[src/rtl/uart_cmd_ctrl_pkg.sv]
// Shared types and constants for the UART command controller.
// Holds the receiver state encoding, the parity modes and the command characters.
package uart_cmd_ctrl_pkg;

    typedef enum logic [2:0] {
        ST_IDLE  = 3'd0,
        ST_START = 3'd1,
        ST_DATA  = 3'd2,
        ST_PAR   = 3'd3,
        ST_STOP  = 3'd4,
        ST_BRK   = 3'd5
    } rx_state_t;

    localparam int PAR_NONE = 0;
    localparam int PAR_EVEN = 1;
    localparam int PAR_ODD  = 2;

    localparam logic [7:0] ASCII_R = 8'h72;
    localparam logic [7:0] ASCII_L = 8'h6C;
    localparam logic [7:0] ASCII_U = 8'h75;
    localparam logic [7:0] ASCII_D = 8'h64;
    localparam logic [7:0] ASCII_S = 8'h73;
    localparam logic [7:0] ASCII_C = 8'h63;
    localparam logic [7:0] ASCII_0 = 8'h30;

    // Folds 'A'..'Z' onto 'a'..'z'; every other byte passes through.
    function automatic logic [7:0] to_lower(input logic [7:0] b);
        if (b >= 8'h41 && b <= 8'h5A) begin
            return b | 8'h20;
        end
        return b;
    endfunction

endpackage

[src/rtl/uart_rx_os.sv]
// x16 oversampling UART receiver with optional parity and break handling.
// Produces a combinational accept strobe for the decoder plus registered byte/error strobes.
//
// state    | meaning
// ---------+----------------------------------------------------------
// ST_IDLE  | line idle, waiting for a synchronised 0
// ST_START | counting 8 ticks to the middle of the start bit
// ST_DATA  | sampling 8 data bits LSB first, one every 16 ticks
// ST_PAR   | sampling the parity bit (only when PARITY != PAR_NONE)
// ST_STOP  | sampling the stop bit, deciding accept / parity / frame
// ST_BRK   | line held low after a framing error, waiting for a 1
module uart_rx_os
    import uart_cmd_ctrl_pkg::*;
#(
    parameter int CLK_FREQ = 100_000_000,
    parameter int BAUD     = 9600,
    parameter int PARITY   = 0
) (
    input  logic       clk,
    input  logic       reset,
    input  logic       uart_rx,
    output logic       accept,
    output logic [7:0] accept_data,
    output logic [7:0] rx_data,
    output logic       rx_valid,
    output logic       frame_err,
    output logic       parity_err
);

    localparam int DIV   = CLK_FREQ / (BAUD * 16);
    localparam int DIV_W = (DIV > 1) ? $clog2(DIV) : 1;
    localparam logic [DIV_W-1:0] DIV_LAST = DIV_W'(DIV - 1);

    logic             sync_1, sync_2, rx_s;
    logic [DIV_W-1:0] div_cnt;
    logic             tick, phase_rst;
    rx_state_t        state, state_d;
    logic [3:0]       tick_cnt, tick_cnt_d;
    logic [2:0]       bit_cnt, bit_cnt_d;
    logic [7:0]       shift_q, shift_d;
    logic             par_pend, par_pend_d;
    logic             frame_hit, parity_hit;
    logic             exp_par;

    always_ff @(posedge clk or negedge reset) begin
        if (!reset) begin
            sync_1 <= 1'b1;
            sync_2 <= 1'b1;
        end else begin
            sync_1 <= uart_rx;
            sync_2 <= sync_1;
        end
    end

    assign rx_s = sync_2;

    always_ff @(posedge clk or negedge reset) begin
        if (!reset) begin
            div_cnt <= '0;
        end else if (phase_rst || div_cnt == DIV_LAST) begin
            div_cnt <= '0;
        end else begin
            div_cnt <= div_cnt + 1'b1;
        end
    end

    assign tick    = (div_cnt == DIV_LAST);
    assign exp_par = (PARITY == PAR_ODD) ? ~(^shift_q) : ^shift_q;

    always_ff @(posedge clk or negedge reset) begin
        if (!reset) begin
            state    <= ST_IDLE;
            tick_cnt <= 4'd0;
            bit_cnt  <= 3'd0;
            shift_q  <= 8'h00;
            par_pend <= 1'b0;
        end else begin
            state    <= state_d;
            tick_cnt <= tick_cnt_d;
            bit_cnt  <= bit_cnt_d;
            shift_q  <= shift_d;
            par_pend <= par_pend_d;
        end
    end

    always_comb begin
        state_d    = state;
        tick_cnt_d = tick_cnt;
        bit_cnt_d  = bit_cnt;
        shift_d    = shift_q;
        par_pend_d = par_pend;
        phase_rst  = 1'b0;
        accept     = 1'b0;
        frame_hit  = 1'b0;
        parity_hit = 1'b0;
        case (state)
            ST_IDLE: begin
                if (!rx_s) begin
                    state_d    = ST_START;
                    phase_rst  = 1'b1;
                    tick_cnt_d = 4'd0;
                    bit_cnt_d  = 3'd0;
                    par_pend_d = 1'b0;
                end
            end
            ST_START: begin
                if (tick) begin
                    if (tick_cnt == 4'd7) begin
                        tick_cnt_d = 4'd0;
                        state_d    = rx_s ? ST_IDLE : ST_DATA;
                    end else begin
                        tick_cnt_d = tick_cnt + 4'd1;
                    end
                end
            end
            ST_DATA: begin
                if (tick) begin
                    // 4-bit tick count wraps to 0 on the sample tick by itself.
                    tick_cnt_d = tick_cnt + 4'd1;
                    if (tick_cnt == 4'd15) begin
                        shift_d   = {rx_s, shift_q[7:1]};
                        bit_cnt_d = bit_cnt + 3'd1;
                        if (bit_cnt == 3'd7) begin
                            state_d = (PARITY == PAR_NONE) ? ST_STOP : ST_PAR;
                        end
                    end
                end
            end
            ST_PAR: begin
                if (tick) begin
                    tick_cnt_d = tick_cnt + 4'd1;
                    if (tick_cnt == 4'd15) begin
                        par_pend_d = (rx_s != exp_par);
                        state_d    = ST_STOP;
                    end
                end
            end
            ST_STOP: begin
                if (tick) begin
                    tick_cnt_d = tick_cnt + 4'd1;
                    if (tick_cnt == 4'd15) begin
                        if (rx_s) begin
                            accept     = !par_pend;
                            parity_hit = par_pend;
                            state_d    = ST_IDLE;
                        end else begin
                            frame_hit = 1'b1;
                            state_d   = ST_BRK;
                        end
                    end
                end
            end
            ST_BRK: begin
                if (rx_s) begin
                    state_d = ST_IDLE;
                end
            end
            default: state_d = ST_IDLE;
        endcase
    end

    assign accept_data = shift_q;

    always_ff @(posedge clk or negedge reset) begin
        if (!reset) begin
            rx_valid   <= 1'b0;
            frame_err  <= 1'b0;
            parity_err <= 1'b0;
            rx_data    <= 8'h00;
        end else begin
            rx_valid   <= accept;
            frame_err  <= frame_hit;
            parity_err <= parity_hit;
            if (accept) begin
                rx_data <= shift_q;
            end
        end
    end

endmodule

[src/rtl/uart_cmd_ctrl.sv]
// UART command controller: receives bytes and decodes them into button pulses and switch toggles.
// Decode is registered on the same edge as the receiver's byte strobe so all outputs line up.
module uart_cmd_ctrl
    import uart_cmd_ctrl_pkg::*;
#(
    parameter int CLK_FREQ = 100_000_000,
    parameter int BAUD     = 9600,
    parameter int NUM_SW   = 5,
    parameter int PARITY   = 0
) (
    input  logic              clk,
    input  logic              reset,
    input  logic              uart_rx,
    output logic [NUM_SW-1:0] sw_out,
    output logic              btn_r,
    output logic              btn_l,
    output logic              btn_u,
    output logic              btn_d,
    output logic              btn_s,
    output logic [7:0]        rx_data,
    output logic              rx_valid,
    output logic              frame_err,
    output logic              parity_err,
    output logic              unknown_cmd
);

    logic              accept;
    logic [7:0]        accept_data;
    logic [7:0]        lc;
    logic              cmd_r, cmd_l, cmd_u, cmd_d, cmd_s, cmd_clr, cmd_unk;
    logic [NUM_SW-1:0] sw_tog;

    uart_rx_os #(
        .CLK_FREQ (CLK_FREQ),
        .BAUD     (BAUD),
        .PARITY   (PARITY)
    ) u_rx (
        .clk         (clk),
        .reset       (reset),
        .uart_rx     (uart_rx),
        .accept      (accept),
        .accept_data (accept_data),
        .rx_data     (rx_data),
        .rx_valid    (rx_valid),
        .frame_err   (frame_err),
        .parity_err  (parity_err)
    );

    always_comb begin
        cmd_r   = 1'b0;
        cmd_l   = 1'b0;
        cmd_u   = 1'b0;
        cmd_d   = 1'b0;
        cmd_s   = 1'b0;
        cmd_clr = 1'b0;
        cmd_unk = 1'b0;
        sw_tog  = '0;
        lc      = to_lower(accept_data);
        if (lc == ASCII_R) begin
            cmd_r = 1'b1;
        end else if (lc == ASCII_L) begin
            cmd_l = 1'b1;
        end else if (lc == ASCII_U) begin
            cmd_u = 1'b1;
        end else if (lc == ASCII_D) begin
            cmd_d = 1'b1;
        end else if (lc == ASCII_S) begin
            cmd_s = 1'b1;
        end else if (lc == ASCII_C) begin
            cmd_clr = 1'b1;
        end else begin
            // Digits beyond the implemented switches fall through as unknown.
            cmd_unk = 1'b1;
            for (int k = 0; k < NUM_SW; k++) begin
                if (accept_data == ASCII_0 + 8'(k)) begin
                    sw_tog[k] = 1'b1;
                    cmd_unk   = 1'b0;
                end
            end
        end
    end

    always_ff @(posedge clk or negedge reset) begin
        if (!reset) begin
            btn_r       <= 1'b0;
            btn_l       <= 1'b0;
            btn_u       <= 1'b0;
            btn_d       <= 1'b0;
            btn_s       <= 1'b0;
            unknown_cmd <= 1'b0;
            sw_out      <= '0;
        end else begin
            btn_r       <= accept & cmd_r;
            btn_l       <= accept & cmd_l;
            btn_u       <= accept & cmd_u;
            btn_d       <= accept & cmd_d;
            btn_s       <= accept & cmd_s;
            unknown_cmd <= accept & cmd_unk;
            if (accept) begin
                sw_out <= cmd_clr ? '0 : (sw_out ^ sw_tog);
            end
        end
    end

endmodule

[config.mk]
export PLATFORM = sky130hd
export DESIGN_NAME = uart_cmd_ctrl
export DESIGN_NICKNAME = d
export VERILOG_FILES = /design/src/rtl/uart_cmd_ctrl_pkg.sv /design/src/rtl/uart_rx_os.sv /design/src/rtl/uart_cmd_ctrl.sv
export SDC_FILE = /design/constraint.sdc
export NUM_CORES = 1
export LEC_CHECK = 0
export ABC_AREA = 1
export CAP_MARGIN = 20
export CORE_MARGIN = 10
export CORE_UTILIZATION = 58
export DETAILED_ROUTE_END_ITERATION = 10
export PLACE_DENSITY = 0.87
export SYNTH_ARGS = -nofsm -noshare
export SYNTH_HDL_FRONTEND = slang
export SYNTH_SLANG_ARGS = --single-unit
[constraint.sdc]
create_clock -name clk -period 2.15 [get_ports clk]
set_clock_uncertainty 0.05 [all_clocks]
set_input_delay 0.43 -clock clk [delete_from_list [all_inputs] [get_ports clk]]
set_output_delay 0.43 -clock clk [all_outputs]
set_load 0.02 [all_outputs]
==> results.yml <==
job:
  maxCapViolCount: 0
worst_setup_path:
  r2r-start: "u_rx.accept_data[1]$_DFFE_PN0P_"
  critPathRequiredTime_ns: 2.30
  endpoint_kind: "flop"
  r2r_slack_ns: 0.22
  crit_start: "u_rx.accept_data[1]$_DFFE_PN0P_"
  path_class: "reg2reg"
  r2r_end: "sw_out[3]$_DFFE_PN0P_"
  r2r_cells: 15
  path_max_fanout: 7
  arrival_ns: 2.08
  cp-start-kind: "flop"
synthesis:
  ys_warn_count: 0
  synth_top_area_cell: "dfrtp_1"
  synthesis.nets: 382
  synthArstFlopShare: 1.00
  synth-seq-cells: 53
  syn-cell-area_um2: 3060
  synth.distinct_cells: 37
  synth.most_common_cell: "nand2_1"
  synthCells: 359
  synth_common_cells: "nand2_1, dfrtp_1, nor2_1, inv_1"
  seq_area_frac_synth: 0.434
  synth_top_cells_by_area: "dfrtp_1, nand2_1, ha_1"
  synth_ff_type: "dfrtp_1"
  syn_avg_cell_area_um2: 8.54
  synth_top_cell_area_share: 0.416
  synth-edff-count: 0
die:
  ios: 25
  start_util: 0.600
  floorplan.rows: 26
  fp.dieW_um: 92.7
  coreArea_um2: 5110
  die_area_um2: 8590
  fp.dieH_um: 92.7
place:
  routabilityCongestion: 0.850
  io_buffer_count: 24
  dpl.hpwl_um: 4820
  place_worst_setup_slack_ns: 0.0478
clocking:
  root_buffer: "clkbuf_8"
  clkTransAtPathRegs_ns: 0.09
  hold_buffers: 0
  cts-htree-levels: 2
  cts_buffer_depth: 2
  clk_latency_ns: 0.30
  clkSinkCount: 53
  numCtsBuffers: 5
  cts_tree: "done"
cells_and_area:
  utilization: 0.704
  drive_gt1_frac: 0.196
  antenna_cells: 0
  fillCellCount: 401
  final_nets: 419
  area_delta_synth_final_pct: 17.4
power_and_ir_drop:
  power.density_nw_per_um2: 443
  ir_drop_uv: 476
  total_power_mw: 1.59
  p_leak_nw: 1.67
worst_hold_path:
  hp-class: "in2async"
route:
  drc: 0
  ant_nets: 0
  vias: 2499
  first_pass_iters: 5
  avgRoutedWirePerCell_um: 13.4
  routed_wl_um: 6280
  drt_iter0_drc: 106
  via_per_inst: 5.35
timing:
  slew_viol_final: 0
  slew_headroom: 0.707
  timing.fmax_ghz: 0.518
  fin_ws_ns: 0.220
  timing.final.crit_period_ns: 1.93
  worstMarginPinSlew_ns: 0.440
  period_share: 0.897
  final_hold_viol_count: 0
  finalSetupViolCount: 0
grt:
  grt_max_degree: 36
  grt_pass1_wl_um: 11400
  track_usage: 0.156
  grt_pass1_vias: 2616
  grt-ovfl-total: 0
  antenna_found_initial: 0
status:
  outcome: "completed"
-- area by class of cell --
class / instances / area [um^2] / area share
inverters: 44 / 165 / 0.0459
well taps: 70 / 87.6 / 0.0243
flip-flops and latches: 53 / 1330 / 0.370
multi-input cells: 258 / 1600 / 0.445
repair buffers: 34 / 323 / 0.0897
clock buffers: 8 / 90.1 / 0.0250
-- report_power, final --
part / switching (mW) / internal [mW]
combinational: 0.0221 / 0.00649
clock: 0.301 / 0.263
sequential: 0.00250 / 0.999
total: 0.325 / 1.27
-- layout by cell type (no fill, tap or decap), drive strengths merged, types with 5 or more instances in the layout --
| master | synthesis | routed |
|---|---|---|
| inv | 44 | 44 |
| dfrtp | 51 | 51 |
| a21oi | 17 | 17 |
| nor4 | 5 | 5 |
| nor2 | 53 | 53 |
| nand4 | 7 | 7 |
| nor3 | 11 | 11 |
| ha | 20 | 20 |
| nand3 | 22 | 22 |
| o21ai | 31 | 31 |
| clkbuf | 1 | 8 |
| buf | 3 | 11 |
| nand2 | 75 | 75 |
| clkdlybuf4s50 | 0 | 23 |
-- through the flow --
| stage | instance area [um^2] | TNS, ns | hold WS [ns] | std cells |
|---|---|---|---|---|
| floorplan | 3060 | 0 | 0.0844 | 359 |
| CTS | 3510 | 0 | 0.0173 | 463 |
| finish | 3600 | 0 | 0.00507 | 467 |
| global route | 3600 | -0.0781 | 0.0296 | 467 |
| detailed placement | 3420 | 0 | 0.297 | 455 |
| global placement | 3420 | 0 | 0.296 | 455 |
-- sequential cells by signal, summed over array words and instances, names as in the netlist, 3 cells and up --
| name | count |
|---|---|
| u_rx.state | 3 |
| u_rx.tick_cnt | 4 |
| u_rx.rx_data | 8 |
| u_rx.accept_data | 8 |
| u_rx.div_cnt | 10 |
| sw_out | 5 |
| u_rx.bit_cnt | 3 |
-- repair_timing --
item,4_1_cts,5_1_grt
setup endpoints to repair,0,8
setup buffers,0,4
resized for setup,0,23
-- kinds of logic (layout without fill, tap and decap cells) --
family | count (synthesis) | in the layout | synth area share
compound gates | 51 | 51 | 0.103
flops | 53 | 53 | 0.434
simple gates | 182 | 182 | 0.305
xor+xnor | 5 | 5 | 0.0143
fa+ha+maj | 20 | 20 | 0.0817
buf+inv | 48 | 86 | 0.0629
-- per-layer routing --
metal	share of wire	global-route usage	up-vias
met2	0.51	0.279	62
li1	-	-	1254
met1	0.42	0.177	1161
met4	0.028	0.0591	0
met3	0.046	0.0355	22
met5	0	0	-
-- worst max path at each step --
stage | to | cells after the start
floorplan | sw_out[3]$_DFFE_PN0P_ | 15
global placement | sw_out[0]$_DFFE_PN0P_ | 13
detailed placement | sw_out[4]$_DFFE_PN0P_ | 14
CTS | sw_out[4]$_DFFE_PN0P_ | 13
global route | sw_out[0]$_DFFE_PN0P_ | 13
finish | sw_out[3]$_DFFE_PN0P_ | 15
-- worst max-delay path, stage by stage, from the launching register on --
cell and delay (ns):
dfrtp_2 0.43, inv_2 0.10, ha_2 0.21, inv_1 0.04, nand2_1 0.05, nand3_1 0.06, nand2_1 0.06, nand2_1 0.04
nand2_1 0.09, nand2_4 0.09, nand3b_1 0.13, nand2_2 0.08, nor2_4 0.17, nand2_1 0.07, nor2_1 0.09, nor2_1 0.06
No activity file was read; power rests on OpenSTA's default activity.
